`config.mk`:
```
export PLATFORM = sky130hd
export DESIGN_NAME = memshare_skid_ctrl_mc
export DESIGN_NICKNAME = d
export VERILOG_FILES = /design/src/rtl/memShare_config_pkg.sv /design/src/rtl/memshare_skid_ch.sv /design/src/rtl/memshare_skid_ctrl_mc.sv
export SDC_FILE = /design/constraint.sdc
export NUM_CORES = 1
export LEC_CHECK = 0
export ABC_AREA = 1
export CAP_MARGIN = 20
export CORE_MARGIN = 2
export CORE_UTILIZATION = 45
export CTS_CLUSTER_SIZE = 40
export DETAILED_ROUTE_END_ITERATION = 6
export HOLD_SLACK_MARGIN = 0.05
export PLACE_DENSITY = 0.76
export SYNTH_ARGS = -nofsm -noshare
export SYNTH_HDL_FRONTEND = slang
export SYNTH_SLANG_ARGS = --single-unit
```
`constraint.sdc`:
```
create_clock -name sys_clk -period 2.7 [get_ports sys_clk]
set_input_delay 0.54 -clock sys_clk [delete_from_list [all_inputs] [get_ports sys_clk]]
set_output_delay 0.54 -clock sys_clk [all_outputs]
set_load 0.05 [all_outputs]
```
`src/rtl/memShare_config_pkg.sv`:
```
// Shared configuration for the memShare skid-select controller.
// Holds the default isGtr history depth, the skid-select encodings and the
// per-channel hold-off FSM state type.
package memShare_config_pkg;

    // Default isGtr history depth; a back-to-back run is this plus one.
    localparam int unsigned MAX_ALLOC_SEQ_NUM_DEF = 3;

    // Skid multiplexer select encodings.
    localparam logic NOSKID = 1'b0;
    localparam logic SKID   = 1'b1;

    typedef enum logic [1:0] {
        SKID_IDLE,
        SKID_TRACK,
        SKID_HOLDOFF
    } skid_state_e;

endpackage

```
`src/rtl/memshare_skid_ch.sv`:
```
// One memShare channel: isGtr history, back-to-back detector, hold-off FSM
// with its counter, and the combinational skid select for this channel.
// Ports:
//   sys_clk_i    system clock
//   rst_i        synchronous reset, active-high
//   busy_i       SCU.memShare() operation in progress
//   pipe_begin_i first cycle of a pipeline cycle (shared)
//   is_gtr_i     isGtr sample from RFMU for this channel
//   skid_net_o   combinational skid select (SKID/NOSKID)
//   holdoff_o    channel is in HOLDOFF (registered state decode)
module memshare_skid_ch
    import memShare_config_pkg::*;
#(
    parameter int unsigned MAX_ALLOC_SEQ_NUM = MAX_ALLOC_SEQ_NUM_DEF,
    parameter int unsigned HOLDOFF_CYC       = 2
) (
    input  logic sys_clk_i,
    input  logic rst_i,
    input  logic busy_i,
    input  logic pipe_begin_i,
    input  logic is_gtr_i,
    output logic skid_net_o,
    output logic holdoff_o
);

    localparam int unsigned HO_W = (HOLDOFF_CYC > 1) ? $clog2(HOLDOFF_CYC) : 1;
    localparam logic [HO_W-1:0] HO_LOAD = HO_W'(HOLDOFF_CYC - 1);

    logic [MAX_ALLOC_SEQ_NUM-1:0] hist_q, hist_d;
    logic [MAX_ALLOC_SEQ_NUM:0]   win;
    logic                         b2b;
    skid_state_e                  state_q, state_d;
    logic [HO_W-1:0]              ho_cnt_q, ho_cnt_d;
    logic                         holdoff_q;

    // Current sample plus the prior history; all ones marks a back-to-back run.
    assign win = {hist_q, is_gtr_i};
    assign b2b = &win;

    // History only lives for the duration of one operation.
    always_comb begin
        hist_d = '0;
        if (busy_i) begin
            hist_d = win[MAX_ALLOC_SEQ_NUM-1:0];
        end
    end

    // Hold-off FSM next state; busy low overrides every other transition.
    always_comb begin
        state_d  = state_q;
        ho_cnt_d = ho_cnt_q;
        case (state_q)
            SKID_IDLE: begin
                if (busy_i) begin
                    state_d = SKID_TRACK;
                end
            end
            SKID_TRACK: begin
                if (b2b) begin
                    state_d  = SKID_HOLDOFF;
                    ho_cnt_d = HO_LOAD;
                end
            end
            SKID_HOLDOFF: begin
                if (b2b) begin
                    ho_cnt_d = HO_LOAD;
                end else if (ho_cnt_q == '0) begin
                    state_d = SKID_TRACK;
                end else begin
                    ho_cnt_d = ho_cnt_q - HO_W'(1);
                end
            end
            default: begin
                state_d = SKID_IDLE;
            end
        endcase
        if (!busy_i) begin
            state_d  = SKID_IDLE;
            ho_cnt_d = '0;
        end
    end

    // State, counter, history and hold-off flag registers.
    always_ff @(posedge sys_clk_i) begin
        if (rst_i) begin
            state_q   <= SKID_IDLE;
            ho_cnt_q  <= '0;
            hist_q    <= '0;
            holdoff_q <= 1'b0;
        end else begin
            state_q   <= state_d;
            ho_cnt_q  <= ho_cnt_d;
            hist_q    <= hist_d;
            holdoff_q <= (state_d == SKID_HOLDOFF);
        end
    end

    assign holdoff_o = holdoff_q;

    // Skid on isGtr, except on a back-to-back run or a pipeline boundary.
    assign skid_net_o = ((state_q == SKID_TRACK) && busy_i && is_gtr_i &&
                         !b2b && !pipe_begin_i) ? SKID : NOSKID;

endmodule

```
`src/rtl/memshare_skid_ctrl_mc.sv`:
```
// Multi-channel memShare skid-select controller. Derives the pipeline-cycle
// boundary from an internal counter, runs one hold-off channel per shared
// memory channel and counts skid-asserted channel-cycles.
// Optional build macro MEMSHARE_SKID_REG_OUT_EN registers isColAddr_skid_o
// (1-cycle latency); otherwise the skid select is combinational.
// Ports:
//   sys_clk              system clock
//   rst                  synchronous reset, active-high
//   scu_memShare_busy_i  high throughout the SCU.memShare() operation
//   isGtr_i              per-channel isGtr from RFMU
//   isColAddr_skid_o     per-channel skid select (1 = SKID)
//   pipeCycle_begin_o    first cycle of each pipeline cycle
//   holdoff_o            per-channel HOLDOFF indication
//   skid_evt_cnt_o       saturating count of skid-asserted channel-cycles
module memshare_skid_ctrl_mc
    import memShare_config_pkg::*;
#(
    parameter int unsigned CH_NUM            = 4,
    parameter int unsigned MAX_ALLOC_SEQ_NUM = MAX_ALLOC_SEQ_NUM_DEF,
    parameter int unsigned PIPE_CYC_LEN      = 4,
    parameter int unsigned HOLDOFF_CYC       = 2,
    parameter int unsigned CNT_W             = 8
) (
    input  logic              sys_clk,
    input  logic              rst,
    input  logic              scu_memShare_busy_i,
    input  logic [CH_NUM-1:0] isGtr_i,
    output logic [CH_NUM-1:0] isColAddr_skid_o,
    output logic              pipeCycle_begin_o,
    output logic [CH_NUM-1:0] holdoff_o,
    output logic [CNT_W-1:0]  skid_evt_cnt_o
);

    localparam int unsigned PC_W  = $clog2(PIPE_CYC_LEN);
    localparam int unsigned POP_W = $clog2(CH_NUM + 1);
    localparam int unsigned SUM_W = ((CNT_W > POP_W) ? CNT_W : POP_W) + 1;
    localparam logic [PC_W-1:0]  PC_LAST = PC_W'(PIPE_CYC_LEN - 1);
    localparam logic [CNT_W-1:0] CNT_MAX = '1;

    logic [PC_W-1:0]   pc_q, pc_d;
    logic [CH_NUM-1:0] skid_net;
    logic [POP_W-1:0]  pop;
    logic [SUM_W-1:0]  sum;
    logic [CNT_W-1:0]  cnt_q, cnt_d;

    // Pipeline-cycle counter: parked at 0 while idle so the first busy cycle is a boundary.
    always_comb begin
        pc_d = '0;
        if (scu_memShare_busy_i) begin
            pc_d = (pc_q == PC_LAST) ? '0 : pc_q + PC_W'(1);
        end
    end

    assign pipeCycle_begin_o = scu_memShare_busy_i && (pc_q == '0);

    // Independent per-channel skid logic.
    for (genvar c = 0; c < CH_NUM; c++) begin : g_ch
        memshare_skid_ch #(
            .MAX_ALLOC_SEQ_NUM (MAX_ALLOC_SEQ_NUM),
            .HOLDOFF_CYC       (HOLDOFF_CYC)
        ) u_ch (
            .sys_clk_i    (sys_clk),
            .rst_i        (rst),
            .busy_i       (scu_memShare_busy_i),
            .pipe_begin_i (pipeCycle_begin_o),
            .is_gtr_i     (isGtr_i[c]),
            .skid_net_o   (skid_net[c]),
            .holdoff_o    (holdoff_o[c])
        );
    end

`ifdef MEMSHARE_SKID_REG_OUT_EN
    logic [CH_NUM-1:0] skid_q;

    // Registered skid select.
    always_ff @(posedge sys_clk) begin
        if (rst) begin
            skid_q <= '0;
        end else begin
            skid_q <= skid_net;
        end
    end

    assign isColAddr_skid_o = skid_q;
`else
    assign isColAddr_skid_o = skid_net;
`endif

    // Saturating accumulation of the skid selects actually presented.
    always_comb begin
        pop = '0;
        for (int unsigned i = 0; i < CH_NUM; i++) begin
            pop = pop + POP_W'(isColAddr_skid_o[i]);
        end
        sum   = SUM_W'(cnt_q) + SUM_W'(pop);
        cnt_d = (sum > SUM_W'(CNT_MAX)) ? CNT_MAX : CNT_W'(sum);
    end

    // Shared counter registers.
    always_ff @(posedge sys_clk) begin
        if (rst) begin
            pc_q  <= '0;
            cnt_q <= '0;
        end else begin
            pc_q  <= pc_d;
            cnt_q <= cnt_d;
        end
    end

    assign skid_evt_cnt_o = cnt_q;

endmodule

```
# Yosys cells after proc, flatten, opt, wreduce, memory -nomap -nowiden
# Index checks and enable logic that the tools add are counted.
op_classes:
  n_lt_le_gt_ge: 1
  add_sub_neg: 9
  reduce_logical: 41
  bitwise: 1
  eq_ne: 17
  muxes: 41
ops:
  columns: ["op", "count"]
  rows:
  - ["2-to-1 mux 2 bit", 16]
  - ["one-hot mux 2 bit (3 select lines)", 4]
  - ["equality test 2 bit, second input constant", 9]
  - ["logical AND 1 bit", 17]
  - ["2-to-1 mux 1 bit", 16]
  - ["AND reduction 4 bit", 4]
  - ["logical NOT 2 bit", 5]
  - ["adder 8 x 3 -> 9 bit", 1]
  - ["greater-than comparator 9 x 8 -> 1 bit, second input constant", 1]
  - ["equality test 2 x 1 -> 1 bit, second input constant", 4]
  - ["2-to-1 mux 8 bit", 1]
  - ["inequality test 2 x 1 -> 1 bit, second input constant", 4]
  - ["one-hot mux 1 bit (2 select lines)", 4]
  - ["AND reduction 2 bit", 4]
  - ["nonzero test 2 bit", 4]
  - ["logical NOT 1 bit", 5]
  - ["subtractor 1 bit, second input constant", 4]
  - ["adder 2 x 1 -> 3 bit", 1]
  - ["adder 3 x 1 -> 3 bit", 1]
  - ["OR reduction 3 bit", 1]
  - ["adder 1 x 1 -> 2 bit", 1]
  - ["adder 2 x 1 -> 2 bit, second input constant", 1]
  - ["OR reduction 2 bit", 1]
  - ["inverter 1 bit", 1]
totals:
  regBits: 38
  elab_cells: 128
  output_inout_bits: 17
  inputBits: 7

# Logic depth before layout (Yosys ltp)
depth:
  depth_word: 12
  ltp_mapped: 15
  mapped_depth_nobuf: 15

# Modules after synthesis
# From an unflattened synthesis, not the netlist that was laid out.
unflattened:
  hier_cells: 222
  area_unflattened_um2: 1715.4
by_module_without_submodules:
  columns: ["module", "n_inst", "seq_area_each_um2", "area_each_um2", "cells_per_inst"]
  rows:
  - ["memshare_skid_ch", 4, 140.1, 284.0, 37]
  - ["memshare_skid_ctrl_mc", 1, 200.2, 579.3, 74]

# Worst setup path before layout
# OpenSTA, ideal clock, no wires.
synth_path:
  path_kind: "input port to flip-flop"
  start: "input scu_memShare_busy_i"
  end: "register cnt_q[5] (netlist: skid_evt_cnt_o[5])"
  path_stages: 14
  n_path_buf: 0
  setup_ns: 0.116
  t_arrival_ns: 2.775
  slack_ns: -0.191
  cell_sequence: "inv_2 > or2_1 > nor4_1 > fa_1 > inv_1 > fa_1 > inv_1 > fa_1 > nand2_2 > inv_1 > nand3_4 > nand2_1 > nor2_1 > nor2_1"
synth_via:
  elab_cells_between_ends: 28
  classes_between: "add/sub: 4; order compare: 1; mux: 5; reduce/logical: 18"
synth_rtl:
  columns: ["element", "line_no", "text"]
  rows:
  - ["start, declared", "memshare_skid_ctrl_mc.sv:26", "input logic scu_memShare_busy_i,"]
  - ["logical AND 1 bit (3 in a row)", "memshare_skid_ch.sv:101", "assign skid_net_o = ((state_q == SKID_TRACK) && busy_i && is_gtr_i &&"]
  - ["logical AND 1 bit *", "memshare_skid_ch.sv:102", "!b2b && !pipe_begin_i) ? SKID : NOSKID;"]
  - ["2-to-1 mux 1 bit *", "memshare_skid_ch.sv:102", null]
  - ["via g_ch[2].u_ch.skid_net_o", "memshare_skid_ch.sv:22", "output logic skid_net_o,"]
  - ["adder 2 x 1 -> 3 bit *", "memshare_skid_ctrl_mc.sv:93", "pop = pop + POP_W'(isColAddr_skid_o[i]);"]
  - ["adder 3 x 1 -> 3 bit *", "memshare_skid_ctrl_mc.sv:93", null]
  - ["adder 8 x 3 -> 9 bit *", "memshare_skid_ctrl_mc.sv:95", "sum = SUM_W'(cnt_q) + SUM_W'(pop);"]
  - ["greater-than comparator 9 x 8 -> 1 bit", "memshare_skid_ctrl_mc.sv:96", "cnt_d = (sum > SUM_W'(CNT_MAX)) ? CNT_MAX : CNT_W'(sum);"]
  - ["2-to-1 mux 8 bit *", "memshare_skid_ctrl_mc.sv:96", null]
  - ["end signal, assigned", "memshare_skid_ctrl_mc.sv:106", "cnt_q <= cnt_d;"]
  - ["end, declared", "memshare_skid_ctrl_mc.sv:44", "logic [CNT_W-1:0] cnt_q, cnt_d;"]
# The timed path passes the listed nets; every way through them passes the cells marked *.
# A chain may end at the register's enable or synchronous reset.

# Final worst setup path
layout_path:
  start: "register pc_q[0]"
  end: "register cnt_q[7] (netlist: skid_evt_cnt_o[7])"
layout_via:
  elab_chain_len: 11
  elab_cells_between_ends: 17
  classes_between: "add/sub: 4; order compare: 1; mux: 5; reduce/logical: 7"
layout_rtl:
  columns: ["element", "line_no", "text"]
  rows:
  - ["start, declared", "memshare_skid_ctrl_mc.sv:40", "logic [PC_W-1:0] pc_q, pc_d;"]
  - ["start signal, assigned", "memshare_skid_ctrl_mc.sv:105", "pc_q <= pc_d;"]
  - ["logical NOT 2 bit *", "memshare_skid_ctrl_mc.sv:54", "assign pipeCycle_begin_o = scu_memShare_busy_i && (pc_q == '0);"]
  - ["logical AND 1 bit *", "memshare_skid_ctrl_mc.sv:54", null]
  - ["logical NOT 1 bit *", "memshare_skid_ch.sv:102", null]
  - ["logical AND 1 bit", "memshare_skid_ch.sv:102", null]
  - ["2-to-1 mux 1 bit", "memshare_skid_ch.sv:102", null]
  - ["adder 1 x 1 -> 2 bit", "memshare_skid_ctrl_mc.sv:93", null]
  - ["adder 2 x 1 -> 3 bit", "memshare_skid_ctrl_mc.sv:93", null]
  - ["adder 3 x 1 -> 3 bit *", "memshare_skid_ctrl_mc.sv:93", null]
  - ["adder 8 x 3 -> 9 bit *", "memshare_skid_ctrl_mc.sv:95", null]
  - ["greater-than comparator 9 x 8 -> 1 bit", "memshare_skid_ctrl_mc.sv:96", null]
  - ["2-to-1 mux 8 bit *", "memshare_skid_ctrl_mc.sv:96", null]
# Mark *: on every way between the ends. The rest lies on a longest branch, timed or not.

==> results.txt <==
Dpl hpwl -> 2280 um
Antenna viol nets, final -> 0
Mapped cell area -> 1640 um2
Chip height -> 64.4 um
Root Driver -> clkbuf_4
Hold violation count in the final report -> 0
Routed vias -> 1344
Clock tree buffer depth -> 2
Nets -> 255
GPL Wtd Cong -> 0.826
Hold buffers post-CTS -> 0
CTS tree -> built
Critical path class -> reg2reg
Distinct cells, synth -> 27
Vias/cell -> 4.65
Clock Latency Late Sink -> 0.35 ns
Area added between synthesis and finish -> 34.8%
Antenna cell count -> 0
Slew Viols, Final -> 0
Initial drt markers -> 64
Worst path max stage delay -> 0.47 ns
Clock sinks -> 38
Cell Pwr Density -> 513 nW/um2
Synth Area in XOR/XNOR -> 1.07%
Critical Path Fanout Max -> 4
R2R Setup Slk -> -0.02 ns
Area leader, netlist -> dfxtp_1
Nature of the critical path startpoint -> register
WP data arrival -> 2.97 ns
GRT Overall Usage -> 17.3%
CP cell instances -> inv_2, ha_4, or2_4, nor4_4, fa_1, inv_2, fa_2, inv_2, fa_2, nand2_4, inv_4, buf_4, a21oi_2, nor2_1
Simple-gate area share of the yosys netlist -> 25.3%
GRT overflow -> 0
Clock skew -> 0.0123 ns
RSZ-0062 raised after global routing -> yes
Delay-heaviest family, CP -> adder cells
Syn. warnings -> 0
Ratio of cells with drive above 1 in the final layout -> 25.1%
Syn_area_per_cell -> 7.97 um2
CTS H-tree depth -> 2
Core Rows -> 21
Port Buffer Count -> 23
CTS buffer count -> 5
Worst slew pin tran -> 0.508 ns
Met2 Resource Use GR -> 28.4%
Setup crit end kind -> register
Die X -> 64.4 um
Peak VDD IR -> 0.000297 V
Largest net degree at the start of global routing -> 18
Leak -> 0.000983 uW
Failing checks -> negative setup slack
Max_cap viols -> 0
Io pins -> 24
Met1 Track Usage GR -> 20.0%
Relative slew slack -> 66.0%
Main combinational cell family by area after synthesis -> simple AND/OR/NAND/NOR gates
Residual DRC -> 0
Core Area -> 3420 um2
Sequential share of the synthesized area -> 46.3%
Syn_nets -> 219
Post-route setup slack -> -0.0204 ns
Initial Utilization -> 48.1%
Post-Synth Adder-Cell Area -> 5.95%
First-pass GRT wire length -> 5350 um
Global route hottest layer -> met2
Fmax -> 368 MHz
Met3 Use GR -> 6.51%
Post-synthesis compound-gate area fraction -> 6.94%
Hold WC Path Type -> reg2reg
Yosys top cell area share -> 46.3%
WP data required -> 2.95 ns
Initial antenna violation count -> 0
Proportion of synthesized area in mux cells -> 0%
Status -> complete, but fails checks
Total Power -> 1140 uW
DRT Wirelength -> 3160 um
Die area -> 4150 um2
Synthesized netlist cell count -> 206
Synth top area cells -> dfxtp_1 46%, inv_1 9.1%, nor2_1 6.9%
Final setup viols -> 6
Crit path time final -> 2.72 ns
CTS clk-pin slew, worst paths -> 0.12 ns
Crit-path slowest cell -> fa_1
CP Buf/Inv Count -> 5
Vias in the first global route -> 1295
Drt pass-1 iters -> 4
CP most frequent cell -> inv_2
Crit share post-route -> 101%
DR WL/cell -> 10.9 um
Place WS -> -0.592 ns
Flip-flop and latch count after synthesis -> 38
## power breakdown
part	internal, uW	total (uW)	leakage (uW)	switching [uW]
registers	570	577	0.000309	7.04
logic	31.0	77.2	0.000619	46.2
clock network	290	482	0.0000554	192
## final timing paths
check,cells after the start,startpoint,end
max,14,pc_q[0]$_SDFF_PP0_,skid_evt_cnt_o[7]$_SDFF_PP0_
min,2,g_ch[3].u_ch.hist_q[1]$_SDFF_PP0_,g_ch[3].u_ch.hist_q[2]$_SDFF_PP0_
max reg2reg,14,pc_q[0]$_SDFF_PP0_,skid_evt_cnt_o[7]$_SDFF_PP0_
min reg2reg,2,g_ch[3].u_ch.hist_q[1]$_SDFF_PP0_,g_ch[3].u_ch.hist_q[2]$_SDFF_PP0_
## flip-flops by register name, indices dropped and copies added, names as in the netlist
name,cells
g_ch.u_ch.hist_q,12
g_ch.u_ch.holdoff_o,4
pc_q,2
g_ch.u_ch.ho_cnt_q,4
skid_evt_cnt_o,8
g_ch.u_ch.state_q,8
## kinds of logic (layout without fill, tap and decap cells)
| group | after synthesis | count (layout) |
|---|---|---|
| compound gates | 21 | 21 |
| xor+xnor | 2 | 2 |
| fa+ha+maj | 6 | 6 |
| buf+inv | 52 | 89 |
| flops | 38 | 38 |
| simple gates | 87 | 87 |
## routing by layer
metal	share of wire (%)	wire length (um)	vias up
met5	0	0	-
met3	4.1	130	6
met1	45	1430	610
li1	-	-	706
met4	1.9	61	0
met2	49	1540	22
## worst reg2reg max path, cell delays in order (launching register included)
cell and delay (ns):
dfxtp_2 0.35, inv_2 0.04, ha_4 0.15, or2_4 0.28
nor4_4 0.18, fa_1 0.47, inv_2 0.08, fa_2 0.20
inv_2 0.05, fa_2 0.37, nand2_4 0.11, inv_4 0.05
buf_4 0.13, a21oi_2 0.13, nor2_1 0.05
## cells in the final DEF, fill, tap and decap left out, drive strengths merged
master / netlist / layout
inv: 42 / 42
dfxtp: 38 / 38
nor2: 32 / 32
nand2: 29 / 29
buf: 10 / 21
clkdlybuf4s50: 0 / 15
a21oi: 11 / 11
nand3: 10 / 10
o21ai: 7 / 7
clkbuf: 0 / 5
nor3: 5 / 5
nand4: 4 / 4
dlygate4sd2: 0 / 3
fa: 3 / 3
ha: 3 / 3
and3: 2 / 2
o211ai: 2 / 2
xnor2: 2 / 2
bufinv: 0 / 2
or2: 2 / 2
nor4: 2 / 2
nor3b: 1 / 1
a21o: 1 / 1
clkinv: 0 / 1
## synthesized netlist by cell type
library cell and instances:
a21o_2 1, a21oi_1 11, and3_1 2, buf_4 9
buf_6 1, dfxtp_1 38, fa_1 3, ha_1 3
inv_1 40, inv_2 2, nand2_1 27, nand2_2 2
nand3_1 9, nand3_4 1, nand4_1 4, nor2_1 30
nor2_4 1, nor2_8 1, nor3_1 5, nor3b_1 1
nor4_1 2, o211ai_1 2, o21ai_0 5, o21ai_1 2
or2_1 1, or2_2 1, xnor2_1 2
## final cells by class
| class | instances | area (um2) |
|---|---|---|
| clock buffer | 5 | 37.5 |
| clock inverter | 3 | 68.8 |
| fill | 280 | 1200 |
| inverter | 42 | 160 |
| multi-input combinational | 116 | 734 |
| sequential | 38 | 763 |
| tap | 46 | 57.6 |
| timing repair buffer | 39 | 392 |
## what timing repair did
action | CTS | global route
pin swaps | 12 | 13
endpoints found under the setup margin | 8 | 8
buffers inserted | 5 | 2
gates resized for setup | 21 | 7
## metrics by stage
step / util, % / TNS (ns) / area (um2) / hold slack [ns] / cells
global route: 64.8 / -1.02 / 2210 / 0.418 / 289
detailed placement: 58.3 / -4.36 / 1990 / 0.417 / 274
CTS: 63.8 / -0.106 / 2180 / 0.416 / 287
floorplan: - / 0 / 1680 / 0.408 / 206
global placement: 58.3 / -4.03 / 1990 / 0.411 / 274
finish: 64.8 / -0.0520 / 2210 / 0.418 / 289
(Power assumes the default switching activity.)
